### src/rtl/skew_gen_pkg.sv
// -----------------------------------------------------------------------------
// skew_gen_pkg
// Shared definitions for the skew generator control slice:
//   - FSM state encodings of skew_gen_ctrl (also visible on its o_state port)
//   - LFSR width, tap mask and seed used by skew_gen_lfsr
//   - default range limit and marker timeout of skew_gen_ctrl
// -----------------------------------------------------------------------------
package skew_gen_pkg;

  localparam logic [2:0] ST_IDLE    = 3'd0;
  localparam logic [2:0] ST_CHECK   = 3'd1;
  localparam logic [2:0] ST_WAIT_AM = 3'd2;
  localparam logic [2:0] ST_UPDATE  = 3'd3;
  localparam logic [2:0] ST_FLUSH   = 3'd4;
  localparam logic [2:0] ST_DONE    = 3'd5;

  // Right-shifting Fibonacci form of x^16+x^14+x^13+x^11+1:
  // feedback is the XOR of bits 0, 2, 3 and 5, inserted at bit 15.
  localparam int                LFSR_W    = 16;
  localparam logic [LFSR_W-1:0] LFSR_TAPS = 16'h002D;
  localparam logic [LFSR_W-1:0] LFSR_SEED = 16'hACE1;

  localparam int DEFAULT_SKEW_LIMIT = 15;
  localparam int DEFAULT_AM_TIMEOUT = 32768;

  function automatic logic [LFSR_W-1:0] lfsr_next(input logic [LFSR_W-1:0] cur);
    return {^(cur & LFSR_TAPS), cur[LFSR_W-1:1]};
  endfunction

endpackage

### src/rtl/skew_gen_lfsr.sv
// -----------------------------------------------------------------------------
// skew_gen_lfsr
// 16-bit Fibonacci LFSR supplying pseudo-random lane skews. Only instantiated
// by skew_gen_ctrl when SKEW_GEN_CTRL_RANDOM_EN is defined.
// Ports:
//   i_clock   - clock
//   i_reset_n - asynchronous active-low reset, loads LFSR_SEED
//   i_step    - advance one step on this edge
//   o_state   - current LFSR contents
// -----------------------------------------------------------------------------
module skew_gen_lfsr
  import skew_gen_pkg::*;
(
  input  logic              i_clock,
  input  logic              i_reset_n,
  input  logic              i_step,
  output logic [LFSR_W-1:0] o_state
);

  always_ff @(posedge i_clock or negedge i_reset_n) begin
    if (!i_reset_n) begin
      o_state <= LFSR_SEED;
    end else if (i_step) begin
      o_state <= lfsr_next(o_state);
    end
  end

endmodule

### src/rtl/skew_gen_ctrl.sv
// -----------------------------------------------------------------------------
// skew_gen_ctrl
// Programs the per-lane skew of the skew_gen_fifo array: latches a skew
// vector, range-checks it, waits for an alignment marker on the reference
// lane, strobes each lane once on a shared skew bus, waits for the FIFOs to
// flush and then pulses o_done.
//
// Optional feature: define SKEW_GEN_CTRL_RANDOM_EN to build an LFSR; a start
// with i_cfg_random high then takes skews from the LFSR (clamped to
// SKEW_LIMIT) instead of i_cfg_skew. Without the macro i_cfg_random is unused.
//
// Ports:
//   i_clock, i_reset_n   - clock, asynchronous active-low reset
//   i_enable             - clock enable; low freezes all state
//   i_valid              - block valid of the reference lane
//   i_aligner_tag        - alignment-marker tag of the reference lane
//   i_cfg_start          - one-cycle request to apply i_cfg_skew
//   i_cfg_skew           - packed lane skews, lane k at [k*NB +: NB]
//   i_cfg_random         - select LFSR skews (macro builds only)
//   o_rf_update          - one-hot update strobe to the lane FIFOs
//   o_rf_skew            - skew for the strobed lane
//   o_busy               - high in every state except IDLE
//   o_done               - one-cycle completion pulse
//   o_cfg_error          - one-cycle error pulse
//   o_state              - current FSM state (skew_gen_pkg encodings)
//
// Strobe semantics: a lane FIFO takes o_rf_skew on any cycle where its
// o_rf_update bit is high; there is no back-pressure. Because o_rf_update is
// gated by i_enable and state only advances when i_enable is high, every lane
// sees exactly one accepted strobe per sequence.
// -----------------------------------------------------------------------------
module skew_gen_ctrl
  import skew_gen_pkg::*;
#(
  parameter int N_LANES        = 20,
  parameter int MAX_SKEW       = 16,
  parameter int NB_SKEW_SELECT = $clog2(MAX_SKEW),
  parameter int SKEW_LIMIT     = DEFAULT_SKEW_LIMIT,
  parameter int FIFO_DEPTH     = 20,
  parameter int AM_TIMEOUT     = DEFAULT_AM_TIMEOUT
) (
  input  logic                              i_clock,
  input  logic                              i_reset_n,
  input  logic                              i_enable,
  input  logic                              i_valid,
  input  logic                              i_aligner_tag,
  input  logic                              i_cfg_start,
  input  logic [N_LANES*NB_SKEW_SELECT-1:0] i_cfg_skew,
  input  logic                              i_cfg_random,
  output logic [N_LANES-1:0]                o_rf_update,
  output logic [NB_SKEW_SELECT-1:0]         o_rf_skew,
  output logic                              o_busy,
  output logic                              o_done,
  output logic                              o_cfg_error,
  output logic [2:0]                        o_state
);

  localparam int LW = $clog2(N_LANES + 1);
  localparam int TW = $clog2(AM_TIMEOUT + 1);
  localparam int FW = $clog2(FIFO_DEPTH + 1);

  localparam logic [LW-1:0] LANE_LAST  = LW'(N_LANES - 1);
  localparam logic [TW-1:0] TIMER_LAST = TW'(AM_TIMEOUT - 1);
  localparam logic [FW-1:0] FLUSH_LAST = FW'(FIFO_DEPTH - 1);
  localparam logic [31:0]   LIMIT_U    = 32'(SKEW_LIMIT);

  logic [2:0]                state;
  logic [LW-1:0]             lane_cnt;
  logic [TW-1:0]             timer;
  logic [FW-1:0]             flush_cnt;
  logic [NB_SKEW_SELECT-1:0] shadow [N_LANES];
  logic                      err_q;
  logic                      rand_q;
  logic                      cfg_random;
  logic                      range_err;
  logic [NB_SKEW_SELECT-1:0] skew_sel;
  logic [N_LANES-1:0]        lane_onehot;

`ifdef SKEW_GEN_CTRL_RANDOM_EN
  localparam logic [NB_SKEW_SELECT-1:0] LIMIT_V = NB_SKEW_SELECT'(SKEW_LIMIT);

  logic [LFSR_W-1:0] lfsr_q;
  logic              lfsr_step;

  assign cfg_random = i_cfg_random;
  // One step per accepted UPDATE cycle, so lane k always gets the k-th value.
  assign lfsr_step  = i_enable && rand_q && (state == ST_UPDATE);

  skew_gen_lfsr u_lfsr (
    .i_clock   (i_clock),
    .i_reset_n (i_reset_n),
    .i_step    (lfsr_step),
    .o_state   (lfsr_q)
  );

  wire unused_lfsr_hi = ^lfsr_q[LFSR_W-1:NB_SKEW_SELECT];
`else
  assign cfg_random = 1'b0;
  wire unused_cfg_random = i_cfg_random;
`endif

  // Any shadow lane above the limit rejects the whole vector; random mode
  // produces only clamped values and therefore always passes.
  always_comb begin
    range_err = 1'b0;
    for (int i = 0; i < N_LANES; i++) begin
      if (32'(shadow[i]) > LIMIT_U) range_err = 1'b1;
    end
    if (rand_q) range_err = 1'b0;
  end

  always_comb begin
    skew_sel = shadow[lane_cnt];
`ifdef SKEW_GEN_CTRL_RANDOM_EN
    if (rand_q) begin
      skew_sel = (lfsr_q[NB_SKEW_SELECT-1:0] > LIMIT_V) ? LIMIT_V
                                                        : lfsr_q[NB_SKEW_SELECT-1:0];
    end
`endif
  end

  assign lane_onehot = N_LANES'(1) << lane_cnt;

  always_ff @(posedge i_clock or negedge i_reset_n) begin
    if (!i_reset_n) begin
      state     <= ST_IDLE;
      lane_cnt  <= '0;
      timer     <= '0;
      flush_cnt <= '0;
      err_q     <= 1'b0;
      rand_q    <= 1'b0;
      for (int i = 0; i < N_LANES; i++) shadow[i] <= '0;
    end else if (i_enable) begin
      // err_q is a pulse: it lives for one enabled cycle, and is held while
      // i_enable is low so a pending error is not lost.
      err_q <= 1'b0;
      case (state)
        ST_IDLE: begin
          lane_cnt  <= '0;
          timer     <= '0;
          flush_cnt <= '0;
          if (i_cfg_start) begin
            for (int i = 0; i < N_LANES; i++) begin
              shadow[i] <= i_cfg_skew[i*NB_SKEW_SELECT +: NB_SKEW_SELECT];
            end
            rand_q <= cfg_random;
            state  <= ST_CHECK;
          end
        end
        ST_CHECK: begin
          if (range_err) begin
            err_q <= 1'b1;
            state <= ST_IDLE;
          end else begin
            state <= ST_WAIT_AM;
          end
        end
        ST_WAIT_AM: begin
          // A marker on the last timeout cycle still wins.
          if (i_valid && i_aligner_tag) begin
            state <= ST_UPDATE;
          end else if (timer == TIMER_LAST) begin
            err_q <= 1'b1;
            state <= ST_IDLE;
          end else begin
            timer <= timer + 1'b1;
          end
        end
        ST_UPDATE: begin
          if (lane_cnt == LANE_LAST) begin
            lane_cnt <= '0;
            state    <= ST_FLUSH;
          end else begin
            lane_cnt <= lane_cnt + 1'b1;
          end
        end
        ST_FLUSH: begin
          if (i_valid) begin
            if (flush_cnt == FLUSH_LAST) state <= ST_DONE;
            else flush_cnt <= flush_cnt + 1'b1;
          end
        end
        ST_DONE: state <= ST_IDLE;
        default: state <= ST_IDLE;
      endcase
      // A start while busy is refused without disturbing the sequence.
      if (i_cfg_start && (state != ST_IDLE)) err_q <= 1'b1;
    end
  end

  assign o_state     = state;
  assign o_busy      = (state != ST_IDLE);
  assign o_rf_update = (i_enable && (state == ST_UPDATE)) ? lane_onehot : '0;
  assign o_rf_skew   = (state == ST_UPDATE) ? skew_sel : '0;
  assign o_done      = i_enable && (state == ST_DONE);
  assign o_cfg_error = i_enable && err_q;

endmodule

### config.mk
export PLATFORM = sky130hd
export DESIGN_NAME = skew_gen_ctrl
export DESIGN_NICKNAME = d
export VERILOG_FILES = /design/src/rtl/skew_gen_pkg.sv /design/src/rtl/skew_gen_lfsr.sv /design/src/rtl/skew_gen_ctrl.sv
export SDC_FILE = /design/constraint.sdc
export NUM_CORES = 1
export LEC_CHECK = 0
export ABC_AREA = 1
export CORE_UTILIZATION = 52
export DETAILED_ROUTE_END_ITERATION = 12
export GPL_TIMING_DRIVEN = 0
export PLACE_DENSITY = 0.85
export SLEW_MARGIN = 10
export SYNTH_ARGS = -nofsm -noshare
export SYNTH_HDL_FRONTEND = slang
export SYNTH_SLANG_ARGS = --single-unit
### constraint.sdc
create_clock -name i_clock -period 1.85 [get_ports i_clock]
set_clock_uncertainty 0.05 [all_clocks]
set_input_delay 0.37 -clock i_clock [delete_from_list [all_inputs] [get_ports i_clock]]
set_output_delay 0.37 -clock i_clock [all_outputs]
set_load 0.02 [all_outputs]
Yosys cells after proc, flatten, opt, wreduce, memory -nomap -nowiden
Cells that the tools add are included.
{"block": "word_totals", "input_bits": 87, "regBits": 110, "elab_cells": 86, "output_inout_bits": 30}
{"block": "op_classes", "n_reduce_logical": 15, "n_addsub": 3, "muxes": 24, "bitwise_logic": 1, "n_shift": 1, "magnitude_cmp": 1, "n_eq_ne": 16}
{"operator": "16-bit 2-to-1 mux", "count": 2}
{"operator": "16-bit one-hot mux with 2 select lines", "count": 1}
{"operator": "4-bit binary-select mux with 5-bit select", "count": 1}
{"operator": "20-bit 2-to-1 mux", "count": 1}
{"operator": "5-bit one-hot mux with 2 select lines", "count": 2}
{"operator": "1-bit by 5-bit left shift with 20-bit output (first input constant)", "count": 1}
{"operator": "3-bit 2-to-1 mux", "count": 6}
{"operator": "16-bit by 1-bit adder with 16-bit output (second input constant)", "count": 1}
{"operator": "16-bit by 15-bit == test with 1-bit output (second input constant)", "count": 1}
{"operator": "5-bit 2-to-1 mux", "count": 3}
{"operator": "3-bit one-hot mux with 5 select lines", "count": 1}
{"operator": "2-bit inequality test (second input constant)", "count": 7}
{"operator": "4-bit 2-to-1 mux", "count": 3}
{"operator": "5-bit by 1-bit adder with 5-bit output (second input constant)", "count": 2}
{"operator": "5-bit == test (second input constant)", "count": 2}
{"operator": "4-bit AND reduction", "count": 2}
{"operator": "3-bit by 2-bit == test with 1-bit output (second input constant)", "count": 2}
{"operator": "3-bit == test (second input constant)", "count": 2}
{"operator": "6-bit >= comparator (second input constant)", "count": 1}
{"operator": "5-bit inverter with 6-bit output", "count": 1}
{"operator": "6-bit AND reduction", "count": 1}
{"operator": "2-bit nonzero test", "count": 3}
{"operator": "1-bit logical AND", "count": 5}
{"operator": "1-bit 2-to-1 mux", "count": 4}
{"operator": "6 further kinds", "count": 6}

Longest topological paths before layout
{"block": "depth", "depth_word": 5, "ltp_mapped": 12, "ltp_nobuf": 11}

Worst setup path before layout
Ideal clock, no wire load.
{"block": "synth_path", "kind": "register -> output", "startpoint": "reg state[2] (netlist: o_state[2])", "endpoint": "out o_rf_update[11]", "setup_slack_ns": -0.281, "t_arrival_ns": 1.711, "t_required_ns": 1.430, "path_stages_with_launch": 9, "path_buffers": 1, "path_cell_list": "dfrtp_1 > buf_2 > inv_2 > nand3_2 > inv_2 > nand2_2 > nor2_2 > inv_1 > nor3_1"}
{"block": "synth_between", "elab_chain_cells": 3}
{"item": "start: declaration", "line_no": "skew_gen_ctrl.sv:67", "rtl": "logic [2:0] state;"}
{"item": "start signal: assignment", "line_no": "skew_gen_ctrl.sv:126", "rtl": "state <= ST_IDLE;"}
{"item": "start signal: assignment", "line_no": "skew_gen_ctrl.sv:147", "rtl": "state <= ST_CHECK;"}
{"item": "start signal: assignment", "line_no": "skew_gen_ctrl.sv:153", "rtl": "state <= ST_IDLE;"}
{"item": "3-bit by 2-bit == test with 1-bit output", "line_no": "skew_gen_ctrl.sv:193", "rtl": "assign o_rf_update = (i_enable && (state == ST_UPDATE)) ? lane_onehot : '0;"}
{"item": "1-bit logical AND", "line_no": "skew_gen_ctrl.sv:193"}
{"item": "20-bit 2-to-1 mux", "line_no": "skew_gen_ctrl.sv:193"}
{"item": "end: declaration", "line_no": "skew_gen_ctrl.sv:50", "rtl": "output logic [N_LANES-1:0] o_rf_update,"}
No other way between the ends.

Worst setup path after layout
{"block": "layout_path", "startpoint": "reg lane_cnt[0]", "endpoint": "out o_rf_skew[1]"}
{"block": "layout_between", "elab_chain_cells": 5}
{"item": "start: declaration", "line_no": "skew_gen_ctrl.sv:68", "rtl": "logic [LW-1:0] lane_cnt;"}
{"item": "start signal: assignment", "line_no": "skew_gen_ctrl.sv:174", "rtl": "lane_cnt <= lane_cnt + 1'b1;"}
{"item": "5-bit inverter with 6-bit output (implied by the code)", "line_no": "skew_gen_ctrl.sv:113", "rtl": "skew_sel = shadow[lane_cnt];"}
{"item": "4-bit binary-select mux with 5-bit select", "line_no": "skew_gen_ctrl.sv:113"}
{"item": "4-bit 2-to-1 mux (implied by the code) (2 in series)", "line_no": "skew_gen_ctrl.sv:113"}
{"item": "4-bit 2-to-1 mux", "line_no": "skew_gen_ctrl.sv:194", "rtl": "assign o_rf_skew = (state == ST_UPDATE) ? skew_sel : '0;"}
{"item": "end: declaration", "line_no": "skew_gen_ctrl.sv:51", "rtl": "output logic [NB_SKEW_SELECT-1:0] o_rf_skew,"}
No other way between the ends. The select of a mux whose other input is x is not followed.

==> results.sh <==
export IMPL_slew_headroom_pct=63.0
export IMPL_outcome="finished, violations left"
export IMPL_grt_start_max_net_pins=86
export IMPL_num_antenna_cells=0
export IMPL_ios=117
export IMPL_fin_total_pwr_mw=11.4
export IMPL_dp_cells=1021
export IMPL_synth_edf_count=0
export IMPL_die_area_sq_um=11800
export IMPL_placed_cell_area_sq_um=7370
export IMPL_routedWlPerCell_um=20.4
export IMPL_n_fill_cell=590
export IMPL_antenna_found_initial=1
export IMPL_post_route_period_util_pct=135
export IMPL_p_sw_mw=4.87
export IMPL_final_cell_area_sq_um=8620
export IMPL_fin_crit_ns=2.50
export IMPL_r2r_end="o_state[0]"
export IMPL_wl_met2_um=10100
export IMPL_route_met3_wl_um=2510
export IMPL_clockBufferDepth=2
export IMPL_drv_cap=0
export IMPL_hpwl_um=11000
export IMPL_tightestPinTransition_ns=0.555
export IMPL_layout_drive_gt1_share_pct=25.2
export IMPL_post_synth_cell_area_avg_sq_um=7.70
export IMPL_rows=38
export IMPL_synth_yosys_seq_area_share_pct=46.7
export IMPL_synth_top_area_share_pct=46.7
export IMPL_yosysWarnings=0
export IMPL_synth_area_leaders="dfrtp_1 (47%), nand2_1 (12%), nor2_1 (7.2%)"
export IMPL_core_area_sq_um=10900
export IMPL_crit_path_start_kind="register"
export IMPL_track_usage_pct=30.8
export IMPL_fmax_mhz=400
export IMPL_detail_route_antenna_nets=0
export IMPL_start_util_pct=53.9
export IMPL_rsz0062_at_grt="true"
export IMPL_clock_latency_ns=0.36
export IMPL_grt_overflow=0
export IMPL_yosysUniqueCellTypes=33
export IMPL_drc=0
export IMPL_top_layer="met4"
export IMPL_io_buffers=115
export IMPL_postLayoutCoreUtil_pct=78.8
export IMPL_num_nets_final=1027
export IMPL_die_height_um=108
export IMPL_regToRegStartpoint="lane_cnt[2]"
export IMPL_p_comb_share_pct=49.6
export IMPL_rrSetupSlack_ns=-0.10
export IMPL_reg2reg_depth=10
export IMPL_synth_cells=765
export IMPL_cellPowerDensity_nw_per_um2=1320
export IMPL_cts_sinks=110
export IMPL_async_flop_share_pct=100
export IMPL_wl_met1_um=7790
export IMPL_floorplan_die_width_um=108
export IMPL_setup_slack_ns=-0.650
export IMPL_place_gp_congestion=0.867
export IMPL_crit_arrival_ns=2.08
export IMPL_synth_seq_cells=110
export IMPL_syn_num_nets=860
export IMPL_leakagePower_nw=4.10
export IMPL_syn_cell_area_sq_um=5890
export IMPL_p_int_mw=6.53
export IMPL_synth_main_ff_cell="dfrtp_1"
export IMPL_pwr_share_seq_pct=33.0
export IMPL_hold_path_class="input port to asynchronous set/reset pin"
export IMPL_synth_top_area_cell="dfrtp_1"
export IMPL_timing_final_hold_violations=0
export IMPL_drt_iter0_drc=893
export IMPL_cts_inserted_buffers=9
export IMPL_grt_pass1_vias=5720
export IMPL_clk_pin_slew_ns=0.08
export IMPL_ir_drop_mv=0.696
export IMPL_cts_tree="yes"
export IMPL_routed_wl_um=22000
export IMPL_final_cells=1077
export IMPL_setup_tns_ns=-11.31
export IMPL_switching_share_pct=42.7
export IMPL_firstDrtPassIters=6
export IMPL_whs_ns=0.384
export IMPL_htreeDepth=3
export IMPL_vias_per_cell=6.13
export IMPL_critPathCaptureType="primary output"
export IMPL_pre_cts_ws_ns=-0.931
export IMPL_grt_pass1_wl_um=27600
export IMPL_crit_fanout=8
export IMPL_violations="negative setup slack"
export IMPL_syn2layout_area_growth_pct=46.4
export IMPL_startpoint="lane_cnt[0]"
export IMPL_setup_viol_count_final=34
export IMPL_root_buffer="clkbuf_16"
export IMPL_setup_worst_path_class="register to primary output"
export IMPL_via_count=6603
export IMPL_clock_power_share_pct=17.4
export IMPL_required_ns=1.43
export IMPL_slew_viol_final=0
## cell families (layout without fill, tap and decap cells)
family / after synthesis / count (layout) / share of synthesized area [%]
and+or+nand+nor: 378 / 378 / 27.6
buffers and inverters: 127 / 299 / 8.86
AOI/OAI and AO/OA: 111 / 111 / 9.60
DFF: 110 / 110 / 46.7
muxes: 22 / 22 / 4.19
xor gates and xnor gates: 9 / 9 / 1.34
adders and majority gates: 8 / 8 / 1.70
## registers in the layout (all words and copies together), names as in the netlist
| name | cells |
|---|---|
| shadow | 80 |
| timer | 16 |
| flush_cnt | 5 |
| lane_cnt | 5 |
| o_state | 3 |
| err_q | 1 |
## layout by cell type, fill, tap and decap left out, types with 5 or more instances in the layout
cell type,count
mux2_1,21
dfrtp_2,6
buf_8,6
inv_2,7
nor2_4,21
xor2_1,7
nand3_2,9
o21ai_1,9
a21oi_1,70
a21oi_2,6
nor2_2,9
nand2_1,150
dfrtp_1,104
nor3_1,5
clkdlybuf4s50_1,84
nor2_1,92
buf_6,31
nand2_4,6
clkbuf_16,11
nand2_8,5
buf_2,11
inv_1,80
o22ai_1,6
o21ai_0,14
nand2_2,29
nand3_1,37
buf_4,42
nand4_1,6
## critical path: stages (launching register included)
cell and delay (ns):
dfrtp_1 0.40, buf_6 0.19, clkinv_8 0.10, buf_8 0.14
nand2_1 0.05, nand3_1 0.11, nand2_2 0.11, nand2_1 0.09
nand2_1 0.15, o21ai_2 0.08, a21oi_2 0.14, buf_4 0.16
## power by group through the flow
stage          logic [mW]  registers, mW  clock network [mW]
5_1_grt              5.99           3.83                2.07
6_report             5.65           3.76                1.98
2_1_floorplan        2.70           3.65                   0
4_1_cts              4.47           3.67                1.95
3_3_place_gp         3.72           3.68                   0
3_5_place_dp         3.84           3.71                   0
## area by class of cell
cell class	count	area (sq um)	share of cell area, %
clock inverters	7	77.6	0.900
repair buffers	160	1580	18.3
clock buffers	9	225	2.61
plain buffers	28	268	3.11
well taps	140	175	2.03
flip-flops and latches	110	2760	32.0
multi-input cells	528	3130	36.3
inverters	95	405	4.70
## timing repair
item / 4_1_cts / 5_1_grt
hold endpoints to repair: 25 / 0
gates resized for setup: 241 / 97
hold buffers: 1 / 0
pin swaps: 21 / 35
buffers inserted: 13 / 26
gates cloned: 3 / 1
setup endpoints to repair: 111 / 112
## worst max path at each step
stage | to | cells after the start | slack (ns)
finish | o_rf_skew[1] | 11 | -0.65
global route | o_rf_skew[3] | 11 | -0.70
CTS | o_rf_skew[0] | 11 | -0.45
detailed placement | o_rf_update[1] | 6 | -0.93
global placement | o_state[2] | 1 | -4.20
floorplan | o_rf_update[11] | 8 | -0.05
## cell usage after synthesis, types with 8 or more instances
cell and count:
buf_2 19, ha_1 8, mux2_1 21, inv_2 10, inv_1 84, nor3_1 9, nand3_1 46, nand2_1 181
nor2_1 113, o21ai_0 15, dfrtp_1 110, a21oi_1 77, o21ai_1 12
## per-layer routing
| metal | global-route usage [%] | vias to the layer above |
|---|---|---|
| met3 | 4.46 | 175 |
| li1 | - | 2757 |
| met1 | 40.2 | 3060 |
| met4 | 17.9 | 0 |
| met2 | 49.0 | 611 |
| met5 | 0 | - |
Power figures use the tool's default switching activity.
==> patch, RTL diff (same settings) <==
Reset style: synchronous (`i_reset_n`), changed in one clocked block. Comments in the files are not updated.
--- a/src/rtl/skew_gen_ctrl.sv
+++ b/src/rtl/skew_gen_ctrl.sv
@@ -121,7 +121,7 @@
 
   assign lane_onehot = N_LANES'(1) << lane_cnt;
 
-  always_ff @(posedge i_clock or negedge i_reset_n) begin
+  always_ff @(posedge i_clock) begin
     if (!i_reset_n) begin
       state     <= ST_IDLE;
       lane_cnt  <= '0;
Behaviour: differs if i_reset_n is asserted again (counterexample within 4 cycles, from zero or initial values and one cycle with i_reset_n low); with i_reset_n held inactive, the same outputs for 4 cycles.
==> patch against the original RTL <==
The run still ends with negative setup slack left. Setup slack improved by 22 ps. Sequential cell count is 5 higher. Wire length shrank 13%. Critical path depth is the same. Design area is 0.62% higher. Synthesized cell count unchanged. Area after synthesis increased by 2.3%. Via count fell by 8.2%. Critical endpoint is now o_rf_skew[2]. Highest routed layer unchanged.
Power is not compared: it rests on default switching activity, and its combinational part moved more than twofold at a synthesized area within 25%.
==> patch: results (changes against the original RTL) <==
CTS buffer count: 17 (+8)
Largest net degree at the start of global routing: 41 (-52%)
Post-synth EDFFs: 80 (+80)
DRT iter0 DRCs: 764 (-14%)
Clkbuf count: 28 (+19)
Share of cells above drive strength 1: 21.8% (-3.3 points)
Nonclk buf count: 165 (-12%)
Vias per cell: 5.64 (-8.0%)
HPWL after detailed placement: 10400 um (-5.2%)
GRT Util Overall: 29.9% (-0.94 points)
Mux cell area share after synthesis: 0% (-4.2 points)
Non-filler cells, final: 1074 (-0.28%)
First-pass GRT wire length: 26300 um (-4.5%)
Area delta synth->final: 44.0%
Layout filler cell count: 660 (+12%)
Hold_ws: 343 ps (-40.6 ps)
Synth Area in Compound Gates: 7.23% (-2.4 points)
Top cells by count, synth: nor2_1 (177), inv_1 (134), nand2_1 (113)
# Post-CTS Setup Buffers: 14 (+1)
Worst-path clk slew: 60 ps (-20 ps)
Vias in the first global route: 5586 (-2.3%)
IO Port Bufs: 114 (-0.87%)
Worst slack at placement: -851 ps (+79.7 ps)
Post-CTS sizing: 250 (+3.7%)
Synth Area in Adders: 1.66% (-0.037 points)
Clk cell area share: 6.43% (+2.9 points)
Avg Synthesized Cell Area: 7.87 um^2 (+2.3%)
Number of flip-flops and latches: 115 (+4.5%)
First-pass DRT Iterations: 7 (+1)
Prevailing post-synth register cell: edfxtp_1
Setup WS post-layout: -629 ps (+21.5 ps)
Wire per inst: 17.9 um (-12%)
Worst EP arrival: 2060 ps (-20 ps)
Failing checks: negative setup slack
Initial antenna violation count: 0 (-1)
Hold Crit Class: input pin to flop
Rel. slew slack: 65.4% (+2.3 points)
Invs w/o clock: 140 (+47%)
R2R setup slack: 30 ps (+130 ps)
Worst skew pair latency: 420 ps (+60 ps)
Largest registers: shadow x80, timer x16
Area after DPL: 0.00738 mm^2 (about the same)
NumNets Final: 1016 (-1.1%)
Setup TNS: -5460 ps (+5850 ps)
Sequential-to-total area share from yosys stat: 51.5% (+4.8 points)
Reg area: 0.00313 mm^2 (+14%)
Multi-In Gates: 482 (-8.7%)
H-tree levels: 4 (+1)
Synth Area in XOR/XNOR: 0.727% (-0.61 points)
Non-clock buffer share: 18.6% (-2.8 points)
Hold buffers post-CTS: 0 (-1)
Asr flop ratio synth: 0% (-100 points)
Fraction of area in multi-input gates: 30.5% (-5.9 points)
Ranking of synthesized cells by area: edfxtp_1 (40%), dfxtp_1 (12%), nor2_1 (11%), inv_1 (8.4%), nand2_1 (7.0%)
Placer Congestion: 0.857 (-1.2%)
Setup violators final: 24 (-29%)
Status: finished, violations left
patch: worst paths after layout:
path | depth (start not counted) | startpoint | to
max | 11 | flop | o_rf_skew[2]
min | 3 | i_reset_n | o_state[1]$_SDFFE_PN0P_
max reg2reg | 6 | o_state[0]$_SDFFE_PN0P_ | shadow[12][2]$_SDFFCE_PN0P_
min reg2reg | 2 | timer[1]$_SDFFE_PN0P_ | timer[1]$_SDFFE_PN0P_
patch: layer usage:
metal | part of all wire, % | up-vias | global-route usage [%]
met3 | 11 | 108 | 7.82
li1 | - | 2752 | -
met5 | 0 | - | 0
met2 | 48 | 452 | 50.1
met4 | 5.4 | 0 | 15.5
met1 | 35 | 2748 | 35.3
patch: worst max-delay path: stages, from the launching register on:
cell     delay [ps]
dfxtp_4         370
buf_12          160
buf_4           150
nor2_1          120
nor2_1           60
o21ai_0         140
nand3_1         190
nand3_2         140
nand3_2          70
nand2_2          80
inv_2            50
buf_6           120
